==> src/rtl/robot_wall_follower.sv <==
// Left-wall-following controller.
// The raw head/left contact sensors are debounced, a four-state Moore FSM
// (search, rotate, follow, recover) runs on the filtered values, and the
// motion commands are registered from the decode of the next state.
//
// state   | meaning
// --------+-------------------------------------------------------------
// SEARCH  | drive forward until the front sensor hits something
// ROTATE  | turn right until the wall is on the left; time out to SEARCH
// FOLLOW  | drive forward with the wall on the left
// RECOVER | wall lost on the left; turn left to find it, time out to SEARCH
module robot_wall_follower #(
    parameter int DEBOUNCE_CYCLES = 4,
    parameter int ROT_TIMEOUT     = 16,
    parameter int LOST_TIMEOUT    = 8,
    parameter int CNT_W           = 8
) (
    input  logic       clock_i,
    input  logic       reset_i,
    input  logic       enable_i,
    input  logic       head_i,
    input  logic       left_i,
    input  logic       fault_clear_i,
    output logic       avancar_o,
    output logic       girar_o,
    output logic       girar_esq_o,
    output logic [1:0] estado_o,
    output logic       rot_fault_o
);

    typedef enum logic [1:0] {
        S_SEARCH  = 2'b00,
        S_ROTATE  = 2'b01,
        S_FOLLOW  = 2'b10,
        S_RECOVER = 2'b11
    } state_t;

    localparam logic [CNT_W-1:0] DEB_LAST  = CNT_W'(DEBOUNCE_CYCLES - 1);
    localparam logic [CNT_W-1:0] ROT_LAST  = CNT_W'(ROT_TIMEOUT - 1);
    localparam logic [CNT_W-1:0] LOST_LAST = CNT_W'(LOST_TIMEOUT - 1);
    localparam logic [CNT_W-1:0] CNT_ONE   = CNT_W'(1);

    // index 0 is the head sensor, index 1 the left sensor
    logic [1:0]       raw;
    logic [1:0]       filt_q;
    logic [CNT_W-1:0] deb_cnt_q [2];

    state_t           state_q, state_d;
    logic [CNT_W-1:0] rot_cnt_q, rot_cnt_d;
    logic [CNT_W-1:0] lost_cnt_q, lost_cnt_d;
    logic             rot_timeout;

    logic             avancar_q, girar_q, girar_esq_q, rot_fault_q;

    logic             head_f, left_f;

    assign raw    = {left_i, head_i};
    assign head_f = filt_q[0];
    assign left_f = filt_q[1];

    // Debounce both sensors; filters keep running while the FSM is disabled.
    always_ff @(posedge clock_i) begin
        if (reset_i) begin
            filt_q <= '0;
            for (int i = 0; i < 2; i++) begin
                deb_cnt_q[i] <= '0;
            end
        end else begin
            for (int i = 0; i < 2; i++) begin
                if (raw[i] == filt_q[i]) begin
                    deb_cnt_q[i] <= '0;
                end else if (deb_cnt_q[i] == DEB_LAST) begin
                    filt_q[i]    <= raw[i];
                    deb_cnt_q[i] <= '0;
                end else begin
                    deb_cnt_q[i] <= deb_cnt_q[i] + CNT_ONE;
                end
            end
        end
    end

    // Next-state and timeout-counter logic; everything holds while disabled.
    always_comb begin
        state_d     = state_q;
        rot_cnt_d   = rot_cnt_q;
        lost_cnt_d  = lost_cnt_q;
        rot_timeout = 1'b0;
        if (enable_i) begin
            case (state_q)
                S_SEARCH: begin
                    if (head_f) begin
                        state_d   = S_ROTATE;
                        rot_cnt_d = '0;
                    end
                end
                S_ROTATE: begin
                    // finding the wall wins over a timeout on the same cycle
                    if (!head_f && left_f) begin
                        state_d = S_FOLLOW;
                    end else if (rot_cnt_q == ROT_LAST) begin
                        state_d     = S_SEARCH;
                        rot_timeout = 1'b1;
                    end else begin
                        rot_cnt_d = rot_cnt_q + CNT_ONE;
                    end
                end
                S_FOLLOW: begin
                    if (head_f) begin
                        state_d   = S_ROTATE;
                        rot_cnt_d = '0;
                    end else if (!left_f) begin
                        state_d    = S_RECOVER;
                        lost_cnt_d = '0;
                    end
                end
                S_RECOVER: begin
                    if (head_f) begin
                        state_d   = S_ROTATE;
                        rot_cnt_d = '0;
                    end else if (left_f) begin
                        state_d = S_FOLLOW;
                    end else if (lost_cnt_q == LOST_LAST) begin
                        state_d = S_SEARCH;
                    end else begin
                        lost_cnt_d = lost_cnt_q + CNT_ONE;
                    end
                end
                default: state_d = S_SEARCH;
            endcase
        end
    end

    // State register plus registered motion decode of the next state and the sticky fault.
    always_ff @(posedge clock_i) begin
        if (reset_i) begin
            state_q     <= S_SEARCH;
            rot_cnt_q   <= '0;
            lost_cnt_q  <= '0;
            avancar_q   <= 1'b0;
            girar_q     <= 1'b0;
            girar_esq_q <= 1'b0;
            rot_fault_q <= 1'b0;
        end else begin
            state_q     <= state_d;
            rot_cnt_q   <= rot_cnt_d;
            lost_cnt_q  <= lost_cnt_d;
            avancar_q   <= enable_i && ((state_d == S_SEARCH) || (state_d == S_FOLLOW));
            girar_q     <= enable_i && (state_d == S_ROTATE);
            girar_esq_q <= enable_i && (state_d == S_RECOVER);
            // a new timeout beats a simultaneous clear
            if (rot_timeout) begin
                rot_fault_q <= 1'b1;
            end else if (fault_clear_i) begin
                rot_fault_q <= 1'b0;
            end
        end
    end

    assign avancar_o   = avancar_q;
    assign girar_o     = girar_q;
    assign girar_esq_o = girar_esq_q;
    assign estado_o    = state_q;
    assign rot_fault_o = rot_fault_q;

endmodule

==> config.mk <==
export PLATFORM = sky130hd
export DESIGN_NAME = robot_wall_follower
export DESIGN_NICKNAME = d
export VERILOG_FILES = /design/src/rtl/robot_wall_follower.sv
export SDC_FILE = /design/constraint.sdc
export NUM_CORES = 1
export LEC_CHECK = 0
export BUFFER_PORTS_ARGS = -buffer_cell sky130_fd_sc_hd__buf_4
export CAP_MARGIN = 20
export CORE_UTILIZATION = 50
export CTS_CLUSTER_DIAMETER = 60
export DETAILED_ROUTE_END_ITERATION = 6
export MAX_ROUTING_LAYER = met4
export PLACE_DENSITY = 0.66
export SLEW_MARGIN = 20
export SYNTH_ARGS = -nofsm -noshare
export SYNTH_HDL_FRONTEND = slang
export SYNTH_SLANG_ARGS = --single-unit
==> constraint.sdc <==
create_clock -name clock_i -period 2.9 [get_ports clock_i]
set_input_delay 0.145 -clock clock_i [delete_from_list [all_inputs] [get_ports clock_i]]
set_output_delay 0.145 -clock clock_i [all_outputs]
set_load 0.005 [all_outputs]
==> metrics.md, run 1 <==
| Metric | Value |
|---|---|
| Nets | approximately 250 |
| Via density | roughly 5.5 |
| Vias in the first global route | between 1500 and 2000 |
| Total Wirelength | 3890 µm |
| Reg2Reg Depth | 6 |
| Final period util | 0.784 |
| Antenna violations before repair | 0 |
| Row cnt | 22 |
| Ratio of cells with drive above 1 in the final layout | 0.102 |
| TNS Setup | 0 ns |
| Placer Congestion | around 0.84 |
| Hold depth | 3 |
| Hold Vio Cnt, Final | 0 |
| Die W | around 66 µm |
| FF+latch count, synth | 40 |
| CTS tree | yes |
| Multi-input gate area | 1050 µm² |
| Crit path cell chain | ha_1 -> and4bb_4 -> a21oi_2 -> or3b_1 -> or4_1 -> a21oi_1 |
| Clk root buf | clkbuf_8 |
| WP depth | 6 |
| Average wire per standard cell | roughly 14 µm |
| Minimum clock period | 2.27 ns |
| Hold Crit Class | in2reg |
| Ys Warns | 0 |
| Final Max Tran Viols | 0 |
| Maximum vdd ir drop | 0.280 mV |
| Gr ovfl total | 0 |
| GRT Overall Usage | 0.210 |
| Antenna cells | 0 |
| Seq/Total Area, Yosys | 0.475 |
| CP Capture Type | flip-flop |
| Synthesized cell area | about 2000 µm² |
| P_leak | ~0.85 nW |
| Syn avg cell area | around 9.7 µm² |
| Netlist cell types | 45 |
| Critical Path RT | 3.12 ns |
| CTS buffer count | 5 |
| Post-synth EDFFs | 16 |
| Worst Skew | 0.00622 ns |
| Chip height | 65.6 µm |
| CP Buf/Inv Count | 0 |
| Die area | 4300 µm² |
| Total of fill cells in the finished design | 320 |
| CTS max path bufs | 2 |
| CTS sink cnt | 40 |
| Pin slew with the least headroom to its limit | ~0.58 ns |
| Slew margin rel. | 0.614 |
| Pre-CTS setup slack | 0.668 ns |
| Overall via count from detail_route | between 1500 and 2000 |
| Ys async rst share | 0 |
| Hold_buf cts | 0 |
| CP Max Fanout | 17 |
| Post-Synthesis Cells | around 210 |
| Setup ws final | about 0.63 ns |
| Port bufs | 11 |
| Highest Clock Rate | 440 MHz |
| Hpwl dp | 2820 µm |
| Post-route ant nets | 0 |
| CORE AREA | around 3800 µm² |
| Slowest cell on crit path | or3b_1 |
| Critical path type | reg2reg |
| Effective utilization at floorplan | 0.536 |
| RSZ-0062 raised after global routing | no |
| CTS resizes | 0 |
| Area Growth Syn to Fin | 11.6% |
| Largest net degree at the start of global routing | 20 |
| Ports | 12 |
| Pwr/cell area | approximately 500 nW/µm² |
| Max Cap Viol | 0 |
| Detailed Routing Iterations Pass 1 | 4 |
| H-tree levels | 2 |
| Post-CTS Setup Bufs | 0 |
| Top_reg_cell synth | dfxtp_1 |
| Worst path max stage delay | 0.60 ns |
| Initial DRC count | 152 |
| Register area | slightly below 1000 µm² |
| Clock Latency Late Sink | about 0.29 ns |
| Final setup violation count | 0 |
| Worst endpoint data arrival time | 2.50 ns |
| DRC viols | 0 |
| Worst path top cell family by delay | simple AND/OR/NAND/NOR gates |
| Outcome | finished, final reports clean |
| CP startpoint kind | flip-flop |
| First-pass GRT wire length | between 6000 and 7000 µm |
| Worst-path clk slew | about 0.08 ns |
## cell families after synthesis
kind of cell / count (synthesis) / share of synthesized area
simple gates: 101 / 0.272
mux: 3 / 0.0149
flops: 40 / 0.475
xor+xnor: 18 / 0.0780
fa+ha+maj: 4 / 0.0248
compound gates: 31 / 0.0984
other cells: 1 / 0.00185
buf+inv: 11 / 0.0346
## layer usage
layer  track usage  up-vias  share of wire
li1              -      793              -
met1         0.244      735           0.45
met2         0.340       43           0.49
met3        0.0729        4          0.055
met4        0.0652        0         0.0087
met5             -        -              0
## placed cells by master, fill, tap and decap left out, drive strengths merged, types with 2 or more instances in the layout
cell    netlist  routed
xor2         12      12
xnor2         6       6
nand2b        6       6
edfxtp       16      16
inv           4       4
or3           2       2
nor3b         2       2
conb          1      16
o31ai         5       5
and3         10      10
nand3        18      18
nor2         30      30
ha            4       4
nand4         3       3
clkbuf        1       8
mux2i         3       3
a21oi        13      13
nor4          3       3
nand2         9       9
or4           7       7
buf           6      11
o21ai         4       4
nor3          6       6
dfxtp        24      24
## report_power, final
part	switching, W	internal (W)
Clock	0.000189	0.000194
Combinational	0.0000817	0.0000492
Sequential	0.0000248	0.000607
## stage by stage
step / instance area, µm² / total power (W) / hold WS, ns / cells / utilization
after floorplan: 2080 / 0.000749 / 0.221 / 224 / -
after global placement: 2170 / 0.000766 / 0.401 / 276 / 0.574
after detailed placement: 2170 / 0.000774 / 0.405 / 276 / 0.574
after CTS: 2260 / 0.00116 / 0.0951 / 284 / 0.598
after global routing: 2260 / 0.00120 / 0.0967 / 284 / 0.598
final: 2260 / 0.00115 / 0.100 / 284 / 0.598
## path summary, 6_finish.rpt
kind	startpoint	to	slack, ns
hold reg to reg	rot_fault_o	rot_fault_o	0.48
hold / removal	head_i	filt_q[0]	0.10
setup / recovery	lost_cnt_q[0]	rot_cnt_q[3]	0.63
setup reg to reg	lost_cnt_q[0]	rot_cnt_q[3]	0.63
## cell usage after synthesis (all sizes together), types with 2 or more instances
cell	n	area, µm²
nand3	18	90.1
or3	2	13.8
nand2	9	33.8
ha	4	50.1
mux2i	3	30.0
o31ai	5	37.5
inv	4	15.0
buf	6	51.3
nor3b	2	20.0
nand2b	6	37.5
nand4	3	18.8
edfxtp	16	480
xnor2	6	52.6
nor2	30	113
and3	10	62.6
nor3	6	41.3
o21ai	4	20.0
a21oi	13	68.8
nor4	3	18.8
dfxtp	24	480
xor2	12	105
or4	7	52.6
## area by class of cell
type,instances,share of cell area
well taps,48,0.0266
clock buffers,8,0.0399
repair buffers,11,0.0366
multi-input cells,173,0.464
flip-flops and latches,40,0.426
inverters,4,0.00666
## sequential cells by signal (all words and copies together), names as in the netlist
| signal | cells |
|---|---|
| lost_cnt_q | 8 |
| rot_cnt_q | 8 |
| deb_cnt_q | 16 |
| filt_q | 2 |
| rot_fault_o | 1 |
| girar_o | 1 |
| girar_esq_o | 1 |
| avancar_o | 1 |
| estado_o | 2 |
## worst register-to-register path: stages, from the launching register on
cell and delay, ns:
dfxtp_1 0.37, ha_1 0.21, and4bb_4 0.27, a21oi_2 0.06, or3b_1 0.60, or4_1 0.54, a21oi_1 0.15
Note: power is estimated with default switching activity, not from simulation.
==> inputs of run 2 (changes only) <==
- clock period: 2.9 -> 2.3 ns (I/O delays scaled with it)
==> run 2 against run 1 <==
Effect of this change: clock-buffer cell count stayed put; final cell count stayed put; routed wire length is 0.13% higher; hold slack worse by 0.029 ns; final area is 0.17% higher; setup slack worse by 0.49 ns; fmax is 5.2% higher; register-to-register slack worse by 0.49 ns; combinational power is 30% higher; global-route usage stayed put; sequential power is 26% higher; first-iteration DRC count is 24% lower.
==> metrics.md, run 2 (synthesis gave the netlist of run 1 again) <==
| Metric | Value |
|---|---|
| Pwr/cell area | 641 nW/µm² |
| Reg2Reg Depth | 6 |
| Largest regs | deb_cnt_q: 16 flops, lost_cnt_q: 8 flops, rot_cnt_q: 8 flops |
| Effective utilization at floorplan | 0.536 |
| Chip height | 65.6 µm |
| Critical Path RT | between 2 and 3 ns |
| Worst path max stage delay | approximately 0.53 ns |
| Crit. Startpoint | lost_cnt_q[0] |
| Via density | between 5 and 6 |
| Post-route cell area | about 2300 µm² |
| Die W | between 60 and 70 µm |
| Largest Register | deb_cnt_q |
| Vias in the first global route | approximately 1500 |
| RSZ-0062 raised after global routing | no |
| Post-route ant nets | 0 |
| Worst-path clk slew | around 0.080 ns |
| CTS buffer count | 5 |
| Most common cell after layout, fill and taps aside | nor2_1 |
| Row cnt | 22 |
| Maximum vdd ir drop | ~0.35 mV |
| Most frequent cells in the layout | nor2_1, dfxtp_1, nand3_1 |
| Power, Total | around 0.0014 W |
| Sequential share of power | 0.550 |
| Critical path type | reg2reg |
| Nets | roughly 250 |
| CORE AREA | 3770 µm² |
| Antenna violations before repair | 0 |
| Max Cap Viol | 0 |
| Gr ovfl total | 0 |
| Final period util | 0.940 |
| Clock group share of total power | 0.333 |
| WP depth | 6 |
| DRC viols | 0 |
| Switching part of the total | 0.257 |
| Ratio of cells with drive above 1 in the final layout | 0.110 |
| Clock Latency Late Sink | 0.29 ns |
| H-tree levels | 2 |
| Detailed Routing Iterations Pass 1 | 4 |
| Minimum clock period | roughly 2.2 ns |
| TNS Setup | 0 ns |
| First-pass GRT wire length | 6600 µm |
| Port bufs | 11 |
| CP Capture Type | flip-flop |
| Hold depth | 3 |
| Sw Pwr | around 0.00037 W |
| Hold Path Origin | head_i |
| Placer Congestion | ~0.84 |
| Clk root buf | clkbuf_8 |
| Highest Clock Rate | ~460 MHz |
| Overall via count from detail_route | 1577 |
| Outcome | finished, final reports clean |
| Hold Vio Cnt, Final | 0 |
| CTS tree | yes |
| CP startpoint kind | flip-flop |
| CP Buf/Inv Count | 0 |
| Initial DRC count | between 100 and 150 |
| Hpwl dp | between 2000 and 3000 µm |
| Antenna cells | 0 |
| Worst path top cell family by delay | simple AND/OR/NAND/NOR gates |
| Crit path cell chain | ha_1 -> and4bb_4 -> a311o_1 -> and3_2 -> or4_1 -> a21oi_1 |
| Total Wirelength | 3890 µm |
| Final Max Tran Viols | 0 |
| Worst endpoint data arrival time | about 2.4 ns |
| Slowest cell on crit path | or4_1 |
| Largest net degree at the start of global routing | 20 |
| Max FFs per register | 16 |
| Final setup violation count | 0 |
| DP Area | ~2200 µm² |
| Setup ws final | 0.139 ns |
| Die area | around 4300 µm² |
| Internal power | between 0.001 and 0.0015 W |
| P_leak | 0.855 nW |
| Area Growth Syn to Fin | 11.8% |
| CTS max path bufs | 2 |
| Worst Skew | 0.00533 ns |
| R2R Path Start | lost_cnt_q[0] |
| Pre-CTS setup slack | 0.0680 ns |
| GRT Overall Usage | 0.210 |
| Ports | 12 |
| Combinational share of power | 0.117 |
| Average wire per standard cell | about 14 µm |
| CP Max Fanout | 19 |
| Hold Crit Class | in2reg |
| CTS sink cnt | 40 |
| Post-CTS Setup Bufs | 0 |
-- run 2: changes by cell type in the layout (fill, tap and decap cells not counted) --
cell,previous run,this run
and3_1,10,9
and3_2,0,1
or3b_1,1,0
or3b_4,0,1
-- run 2: final timing paths --
path	end	slack, ns
hold reg to reg	rot_fault_o	0.49
hold / removal	filt_q[0]	0.07
setup / recovery	rot_cnt_q[3]	0.14
setup reg to reg	rot_cnt_q[3]	0.14
-- run 2: area by class of cell --
cell class | count | area, µm²
Fill cell | 318 | 1510
Timing Repair Buffer | 11 | 82.6
Clock buffer | 8 | 90.1
Tap cell | 48 | 60.1
Multi-Input combinational cell | 173 | 1050
Inverter | 4 | 15.0
Sequential cell | 40 | 961
-- run 2: metrics by stage --
stage	hold slack, ns	std cells	utilization
CTS	0.0651	284	0.598
floorplan	0.191	224	-
finish	0.0708	284	0.599
detailed placement	0.375	276	0.574
global route	0.0667	284	0.599
global placement	0.371	276	0.574
-- run 2: timing repair --
| action | in CTS | in global routing |
|---|---|---|
| endpoints found under the setup margin | 0 | 4 |
| hold buffers | 0 | 0 |
| resized for setup | 0 | 2 |
-- run 2: power by group through the flow --
stage / registers (W) / logic [W] / clock network [W]
floorplan: 0.000802 / 0.000142 / 0
global placement: 0.000809 / 0.000157 / 0
detailed placement: 0.000812 / 0.000163 / 0
CTS: 0.000796 / 0.000164 / 0.000499
global route: 0.000801 / 0.000190 / 0.000522
finish: 0.000797 / 0.000170 / 0.000482
-- run 2: per-layer routing --
layer | wire length, µm | track usage
met5 | 0 | -
met4 | 34 | 0.0652
met3 | 221 | 0.0729
met2 | 1900 | 0.340
met1 | 1730 | 0.244
-- run 2: tightest hold or removal path, stage by stage --
cell	delay, ns
buf_4	0.09
mux2i_1	0.06
nor2_1	0.07
